## config.mk

```make
export PLATFORM = sky130hd
export DESIGN_NAME = fpu_fp16_to_int
export DESIGN_NICKNAME = d
export VERILOG_FILES = /design/src/rtl/fpu_fp16_to_int.sv
export SDC_FILE = /design/constraint.sdc
export NUM_CORES = 1
export LEC_CHECK = 0
export ABC_AREA = 1
export CAP_MARGIN = 20
export CORE_ASPECT_RATIO = 0.5
export CORE_UTILIZATION = 59
export CTS_CLUSTER_SIZE = 16
export DETAILED_ROUTE_END_ITERATION = 7
export GPL_TIMING_DRIVEN = 0
export PLACE_DENSITY = 0.87
export SLEW_MARGIN = 20
export SYNTH_ARGS = -nofsm -noshare
export SYNTH_HDL_FRONTEND = slang
export SYNTH_SLANG_ARGS = --single-unit
```

## constraint.sdc

```tcl
create_clock -name clock -period 4.7 [get_ports clock]
set_input_delay 0.705 -clock clock [delete_from_list [all_inputs] [get_ports clock]]
set_output_delay 0.705 -clock clock [all_outputs]
set_load 0.01 [all_outputs]
```

## src/rtl/fpu_fp16_to_int.sv

```systemverilog
// ---------------------------------------------------------------------------
// FpuFp16ToInt : FP16 -> signed integer converter, round toward zero.
//
// Unpacks an FP16 operand, restores the hidden bit and de-normalizes the
// significand with a 1-bit-per-cycle shifter, then saturates or negates the
// magnitude into an INT_W-bit two's-complement result.
//
// Ports:
//   clock        sole clock, all state changes on posedge
//   reset        synchronous, active-high
//   in_valid     operand valid           in_ready    converter idle
//   in_fp        FP16 operand {sign, exp[4:0], frac[9:0]}
//   out_valid    result valid            out_ready   consumer accepts result
//   out_int      signed INT_W-bit result (held stable while out_valid)
//   out_invalid  NaN, Inf or out-of-range input; result saturated
//   out_inexact  nonzero bits were discarded by truncation
// ---------------------------------------------------------------------------
module fpu_fp16_to_int #(
    parameter int INT_W = 16
) (
    input  logic             clock,
    input  logic             reset,
    input  logic             in_valid,
    output logic             in_ready,
    input  logic [15:0]      in_fp,
    output logic             out_valid,
    input  logic             out_ready,
    output logic [INT_W-1:0] out_int,
    output logic             out_invalid,
    output logic             out_inexact
);

    typedef enum logic [1:0] {
        IDLE,
        SHIFT,
        DONE
    } state_t;

    // Saturation limits are kept one bit wider than the result so that the
    // negative limit 2^(INT_W-1) is representable as a plain magnitude.
    localparam logic [INT_W:0]   LIM_POS  = {2'b00, {(INT_W-1){1'b1}}};
    localparam logic [INT_W:0]   LIM_NEG  = {2'b01, {(INT_W-1){1'b0}}};
    localparam logic [INT_W-1:0] MOST_POS = {1'b0, {(INT_W-1){1'b1}}};
    localparam logic [INT_W-1:0] MOST_NEG = {1'b1, {(INT_W-1){1'b0}}};

    state_t             stateQ, stateD;
    logic [15:0]        sigQ, sigD;
    logic [3:0]         cntQ, cntD;
    logic               leftQ, leftD;
    logic               stickyQ, stickyD;
    logic               signQ, signD;
    logic               specialQ, specialD;
    logic               nanQ, nanD;
    logic [INT_W-1:0]   outIntQ, outIntD;
    logic               outInvalidQ, outInvalidD;
    logic               outInexactQ, outInexactD;

    logic [4:0]         expIn;
    logic [9:0]         fracIn;
    logic [INT_W:0]     magExt;
    logic [INT_W:0]     negMag;
    logic [INT_W:0]     limit;

    assign expIn  = in_fp[14:10];
    assign fracIn = in_fp[9:0];
    assign magExt = {{(INT_W-15){1'b0}}, sigQ};
    assign negMag = -magExt;
    assign limit  = signQ ? LIM_NEG : LIM_POS;

    assign in_ready    = (stateQ == IDLE);
    assign out_valid   = (stateQ == DONE);
    assign out_int     = outIntQ;
    assign out_invalid = outInvalidQ;
    assign out_inexact = outInexactQ;

    // Next-state logic: operand setup on accept, one shift step per cycle in
    // SHIFT, result formation when the shift count runs out, and output hold
    // in DONE until the consumer takes the result.
    always_comb begin
        stateD      = stateQ;
        sigD        = sigQ;
        cntD        = cntQ;
        leftD       = leftQ;
        stickyD     = stickyQ;
        signD       = signQ;
        specialD    = specialQ;
        nanD        = nanQ;
        outIntD     = outIntQ;
        outInvalidD = outInvalidQ;
        outInexactD = outInexactQ;

        case (stateQ)
            IDLE: begin
                if (in_valid) begin
                    stateD   = SHIFT;
                    signD    = in_fp[15];
                    specialD = 1'b0;
                    nanD     = 1'b0;
                    stickyD  = 1'b0;
                    leftD    = 1'b0;
                    cntD     = 4'd0;
                    sigD     = 16'd0;
                    if (expIn == 5'd31) begin
                        specialD = 1'b1;
                        nanD     = (fracIn != 10'd0);
                    end else if (expIn == 5'd0) begin
                        stickyD = (fracIn != 10'd0);
                    end else if (expIn <= 5'd14) begin
                        // |x| < 1 truncates to zero but always loses bits.
                        stickyD = 1'b1;
                    end else if (expIn <= 5'd24) begin
                        sigD = {5'd0, 1'b1, fracIn};
                        cntD = 4'(5'd25 - expIn);
                    end else if (expIn == 5'd25) begin
                        sigD = {5'd0, 1'b1, fracIn};
                    end else begin
                        sigD  = {5'd0, 1'b1, fracIn};
                        leftD = 1'b1;
                        cntD  = 4'(expIn - 5'd25);
                    end
                end
            end

            SHIFT: begin
                if (cntQ != 4'd0) begin
                    if (leftQ) begin
                        sigD = {sigQ[14:0], 1'b0};
                    end else begin
                        sigD    = {1'b0, sigQ[15:1]};
                        stickyD = stickyQ | sigQ[0];
                    end
                    cntD = cntQ - 4'd1;
                end else begin
                    stateD = DONE;
                    if (specialQ || (magExt > limit)) begin
                        // NaN ignores its sign and saturates positive.
                        outIntD     = (signQ && !nanQ) ? MOST_NEG : MOST_POS;
                        outInvalidD = 1'b1;
                        outInexactD = 1'b0;
                    end else begin
                        outIntD     = signQ ? negMag[INT_W-1:0] : magExt[INT_W-1:0];
                        outInvalidD = 1'b0;
                        outInexactD = stickyQ;
                    end
                end
            end

            DONE: begin
                if (out_ready) begin
                    stateD = IDLE;
                end
            end

            default: begin
                stateD = IDLE;
            end
        endcase
    end

    // State register; reset drops any in-flight operand.
    always_ff @(posedge clock) begin
        if (reset) begin
            stateQ      <= IDLE;
            sigQ        <= 16'd0;
            cntQ        <= 4'd0;
            leftQ       <= 1'b0;
            stickyQ     <= 1'b0;
            signQ       <= 1'b0;
            specialQ    <= 1'b0;
            nanQ        <= 1'b0;
            outIntQ     <= '0;
            outInvalidQ <= 1'b0;
            outInexactQ <= 1'b0;
        end else begin
            stateQ      <= stateD;
            sigQ        <= sigD;
            cntQ        <= cntD;
            leftQ       <= leftD;
            stickyQ     <= stickyD;
            signQ       <= signD;
            specialQ    <= specialD;
            nanQ        <= nanD;
            outIntQ     <= outIntD;
            outInvalidQ <= outInvalidD;
            outInexactQ <= outInexactD;
        end
    end

endmodule

```

==> impl_metrics.toml, run 1 <==
[timing]
skew_ns = 0.00910
clock.fmax_mhz = 368
hold_viol_final = 0
hold_slack_ns = 0.468
timing.final.crit_share = 0.578
slew_headroom = 0.549
report.final.slew_viol_count = 0
min_period_ns = 2.72
setup_viol = 0
tns_ns = 0
tightestPinTransition_ns = 0.675
rsz0062_at_grt = "no"

[global_route]
grt-ovfl-total = 0
grt_max_degree = 19
grt_pass1_wl_mm = 12.9
grt_pass1_vias = 2854
antenna_found_initial = 0
grtUsageTotal = 0.322

[power_and_ir_drop]
ir_drop_mv = 0.274
p_int_mw = 0.756
p_comb_frac = 0.406
p_leak_nw = 1.48
netSwitchingFraction = 0.401
p_clk_frac = 0.186
pwr-share-seq = 0.408
p_switching_mw = 0.506
power_density_nw_per_um2 = 363

[routing]
num_vias = 3083
vias_per_cell = 5.99
wire_per_inst_um = 15.5
drc = 0
first_iter_violations = 389
postRouteAntennaNets = 0
wl_mm = 7.97
drt_pass1_iterations = 5

[worst_setup_path]
worst-path-stages = 10
slowest_delay_ns = 0.76
cp_top_family = "flip-flops"
worstPathArrival_ns = 2.96
worst_ep_required_time_ns = 4.95
crit_buf_inv = 3
cp_max_fo = 18
end_kind = "flop"
worst_r2r_path_depth = 10
start_kind = "flop"
r2r_slack_ns = 1.98
criticalPathCategory = "flop to flop"
worst_path_max_delay_cell = "dfxtp_1"
path_cells = "inv_1 > buf_2 > ha_1 > nand2_2 > nor3_2 > nand3_2 > a21oi_4 > buf_6 > nand2_1 > a21oi_2"

[synth]
synth-async-reset-ratio = 0
synth_cell_type_count = 34
ys_seq_area_frac = 0.308
ys_ff_latch = 45
syn_nets = 446
synth_xor_area_frac = 0.0359
synthSimpleGateAreaFrac = 0.211
synth_adder_area_share = 0.103
synth_edf_count = 0
synth-compound-area-share = 0.254
synthFlopType = "dfxtp_1"
synth_area_per_cell_um2 = 7.29
synth_cells = 402
synth_top_family_by_area = "compound AO/OA/AOI/OAI gates"
yosysWarnings = 0
muxShareOfSynthArea = 0
syn-cell-area_um2 = 2930

[clock_network]
clkSlewWorstSetupHoldPaths_ns = 0.09
clock_latency_ns = 0.30
cts_buffers = 5
hold_buffers = 0
cts.path.max_buffers = 2
ctsResizeCount = 0
cts-root-buf = "clkbuf_8"
cts.sinks = 45
tritoncts = "done"
postCtsSetupBuffers = 0
htree_levels = 2

[hold_path]
hp-class = "flop to flop"
min_path_cells = 2

[die]
core_um2 = 4570
initial_utilization = 0.640
die_w_um = 102
dieArea_um2 = 5270
ios = 40
rows = 17
die_h_um = 51.8

[layout]
syn2layout_area_growth_pct = 18.9
fin_nets = 492
num_antenna_cells = 0
fillers = 352
drive_gt1_frac = 0.100
multi_input_area_um2 = 1770
register_area_um2 = 901

[placement]
dp_hpwl_mm = 6.09
port_buffers = 39
globalplace.congestion = 0.956

[status]
status = "finished clean"

[job]
cap_violations = 0
path summary, 6_finish.rpt:
check,from,endpoint
setup / recovery,signQ,out_int[4]
hold / removal,out_int[15],out_int[15]
setup reg to reg,signQ,out_int[4]
hold reg to reg,out_int[15],out_int[15]
per-layer routing:
layer  wire, um  global-route usage  vias up
met5          0                   0        -
met4        138               0.130        0
met3        573              0.0632       19
met2       3760               0.546      144
met1       3500               0.407     1450
li1           -                   -     1470
area by class of cell:
class                   instances  share of cell area
well taps                      66              0.0237
repair buffers                 39               0.112
inverters                      42              0.0453
clock buffers                   8              0.0230
multi-input cells             298               0.508
plain buffers                  17              0.0291
flip-flops and latches         45               0.259
state kept, by name, summed over array words and instances (netlist names):
| name | flops |
|---|---|
| out_invalid | 1 |
| cntQ | 4 |
| signQ | 1 |
| out_inexact | 1 |
| stateQ | 2 |
| out_int | 16 |
| nanQ | 1 |
| leftQ | 1 |
| sigQ | 16 |
| specialQ | 1 |
| stickyQ | 1 |
cells in the mapped netlist (2+ instances only):
cell / number / area (um^2)
nand2_1: 71 / 267
dfxtp_1: 45 / 901
o21ai_0: 43 / 215
inv_1: 40 / 150
nor2_1: 32 / 120
a21oi_1: 27 / 135
ha_1: 24 / 300
nand3_1: 19 / 95.1
a21oi_2: 12 / 105
a22oi_1: 12 / 90.1
a31oi_1: 12 / 75.1
buf_2: 9 / 45.0
xor2_1: 9 / 78.8
nand2_2: 5 / 31.3
a221oi_1: 4 / 35.0
clkbuf_1: 4 / 15.0
o211ai_1: 4 / 30.0
buf_6: 3 / 33.8
nand4_1: 3 / 18.8
o22ai_1: 3 / 18.8
xnor2_1: 3 / 26.3
inv_2: 2 / 7.51
nand3_2: 2 / 20.0
nor2_2: 2 / 12.5
nor3_1: 2 / 10.0
nor4_1: 2 / 12.5
placed cells by master (no fill, tap or decap), types with 3 or more instances in the layout:
cell type         n
nand2_1          71
dfxtp_1          45
o21ai_0          43
inv_1            40
clkdlybuf4s50_1  39
nor2_1           32
a21oi_1          27
ha_1             24
nand3_1          19
a21oi_2          12
a22oi_1          12
a31oi_1          12
buf_2             9
xor2_1            9
clkbuf_1          7
nand2_2           5
clkbuf_8          5
o211ai_1          4
a221oi_1          4
nand4_1           3
buf_6             3
xnor2_1           3
o22ai_1           3
kinds of logic after synthesis:
kind of cell,Yosys count
simple gates,141
compound gates,121
buf+inv,59
flops,45
fa+ha+maj,24
xor+xnor,12
per-stage QoR:
| step | power, mW | setup WS [ns] | instances | cell area, um^2 | utilization |
|---|---|---|---|---|---|
| 6_report | 1.26 | 1.98 | 515 | 3480 | 0.761 |
| 5_1_grt | 1.34 | 1.81 | 515 | 3480 | 0.761 |
| 4_1_cts | 1.25 | 2.04 | 515 | 3480 | 0.761 |
| 3_5_place_dp | 1.02 | 2.02 | 507 | 3400 | 0.744 |
| 3_3_place_gp | 0.989 | 2.14 | 507 | 3400 | 0.744 |
| 2_1_floorplan | 0.846 | 2.51 | 402 | 2930 | - |
worst min-delay path, stage by stage (launching register included):
cell and delay [ns]:
dfxtp_1 0.31, nand2_1 0.06, a21oi_1 0.05
power groups by stage:
stage | registers, mW | clock network, mW | logic [mW]
after floorplan | 0.505 | 0 | 0.340
after global placement | 0.516 | 0 | 0.474
after detailed placement | 0.519 | 0 | 0.499
after CTS | 0.510 | 0.236 | 0.505
after global routing | 0.520 | 0.255 | 0.568
final | 0.515 | 0.235 | 0.512
Power figures use the tool's default switching activity.
==> run 2: changes to the inputs <==
CORE_UTILIZATION = 50   (was 59)
PLACE_DENSITY = 0.79   (was 0.87)
clock period = 2.47 ns   (was 4.7 ns; I/O delays follow)
==> run 2 against run 1 <==
  * Non-clock buffer count unchanged
  * Critical path depth up 1
  * Clock skew down 0.0043 ns
  * Worst hold slack worse by 0.0031 ns
  * Via count down 6.5%
  * Die area up 17%
  * Clock-buffer cell count down 3
  * Highest routed layer unchanged
==> impl_metrics.toml, run 2 (synthesis gave the netlist of run 1 again) <==
[worst_setup_path]
end_kind = "flop"
worst_r2r_path_depth = 11
worstPathArrival_ns = 2.56
worst_ep_required_time_ns = 2.70
criticalPathCategory = "flop to flop"
cp_max_fo = 18
start_kind = "flop"

[routing]
wl_mm = 7.31
drc = 0
vias_per_cell = 5.53
wire_per_inst_um = 14.0
drt_pass1_iterations = 4
postRouteAntennaNets = 0
first_iter_violations = 223
num_vias = 2883

[clock_network]
cts-root-buf = "clkbuf_16"
cts_buffers = 5
tritoncts = "done"
clock_latency_ns = 0.29
hold_buffers = 0
htree_levels = 2
cts.path.max_buffers = 2
clkSlewWorstSetupHoldPaths_ns = 0.06
cts.sinks = 45

[layout]
mostFrequentLayoutCells = "nand2_1, dfxtp_1, o21ai_0"
register_area_um2 = 905
num_antenna_cells = 0
layout.cells.non_filler = 521
fin_nets = 492
fillers = 504
syn2layout_area_growth_pct = 22.2
drive_gt1_frac = 0.107
multi_input_area_um2 = 1770
layout_commonest_cell = "nand2_1"

[timing]
hold_slack_ns = 0.465
min_period_ns = 2.33
tightestPinTransition_ns = 0.466
setup_viol = 0
report.final.slew_viol_count = 0
hold_viol_final = 0
rsz0062_at_grt = "no"
clock.fmax_mhz = 429
fin_ws_ns = 0.137
timing.final.crit_share = 0.944
skew_ns = 0.00483
tns_ns = 0
slew_headroom = 0.689

[die]
ios = 40
core_um2 = 5560
die_h_um = 56.1
rows = 19
initial_utilization = 0.527
dieArea_um2 = 6190
die_w_um = 110

[placement]
dp_hpwl_mm = 5.55
dp.cells = 514
preCtsSetupSlack_ns = -0.122
port_buffers = 39
globalplace.congestion = 0.839

[power_and_ir_drop]
p_clk_frac = 0.284
power_density_nw_per_um2 = 751
p_switching_mw = 0.973
pwr-share-seq = 0.362
p_int_mw = 1.71
p_leak_nw = 1.52
total_power_mw = 2.69
ir_drop_mv = 0.472
p_comb_frac = 0.354
netSwitchingFraction = 0.362

[status]
status = "finished clean"

[global_route]
grtUsageTotal = 0.248
grt_max_degree = 19
antenna_found_initial = 0
grt_pass1_vias = 2657
grt-ovfl-total = 0
grt_pass1_wl_mm = 12.0

[hold_path]
hp-class = "flop to flop"
min_path_cells = 2

[job]
cap_violations = 0
run 2: timing repair:
| item | 4_1_cts | 5_1_grt |
|---|---|---|
| resized for setup | 1 | 1 |
| setup buffers | 0 | 0 |
| setup endpoints to repair | 17 | 12 |
run 2: worst paths after layout:
kind               startpoint     endpoint  slack [ns]
setup / recovery        signQ   out_int[9]        0.14
hold / removal    out_int[15]  out_int[15]        0.47
setup reg to reg        signQ   out_int[9]        0.14
hold reg to reg   out_int[15]  out_int[15]        0.47
run 2: final cells by class:
cell class | instances | area share
inverter | 42 | 0.0441
clock buffer | 5 | 0.0350
buffer | 17 | 0.0283
clock inverter | 2 | 0.0108
tap | 73 | 0.0255
sequential | 45 | 0.253
timing repair buffer | 39 | 0.109
multi-input combinational | 298 | 0.494
run 2: per-layer routing:
metal / up-vias / share of wire / GRT usage
li1: 1471 / - / -
met1: 1332 / 0.48 / 0.340
met2: 71 / 0.45 / 0.411
met3: 9 / 0.054 / 0.0398
met4: 0 / 0.0092 / 0.0526
met5: - / 0 / 0
run 2: worst max-delay path: stages (launching register included):
cell	delay (ns)
dfxtp_4	0.46
inv_1	0.10
buf_2	0.21
ha_1	0.32
a21oi_1	0.13
o21ai_0	0.09
a21oi_1	0.17
nand2_2	0.12
a21oi_4	0.28
buf_6	0.19
nand2_1	0.08
a21oi_2	0.12
run 2: through the flow:
step,utilization,cell area [um^2]
6_report,0.643,3580
5_1_grt,0.643,3580
4_1_cts,0.643,3580
3_5_place_dp,0.613,3410
3_3_place_gp,0.613,3410
2_1_floorplan,-,2930
run 2: power groups by stage:
stage	logic [mW]	clock network, mW	registers (mW)
floorplan	0.648	0	0.962
detailed placement	0.933	0	0.983
global placement	0.914	0	0.981
global route	1.06	0.793	0.984
finish	0.950	0.763	0.973
CTS	0.948	0.760	0.969
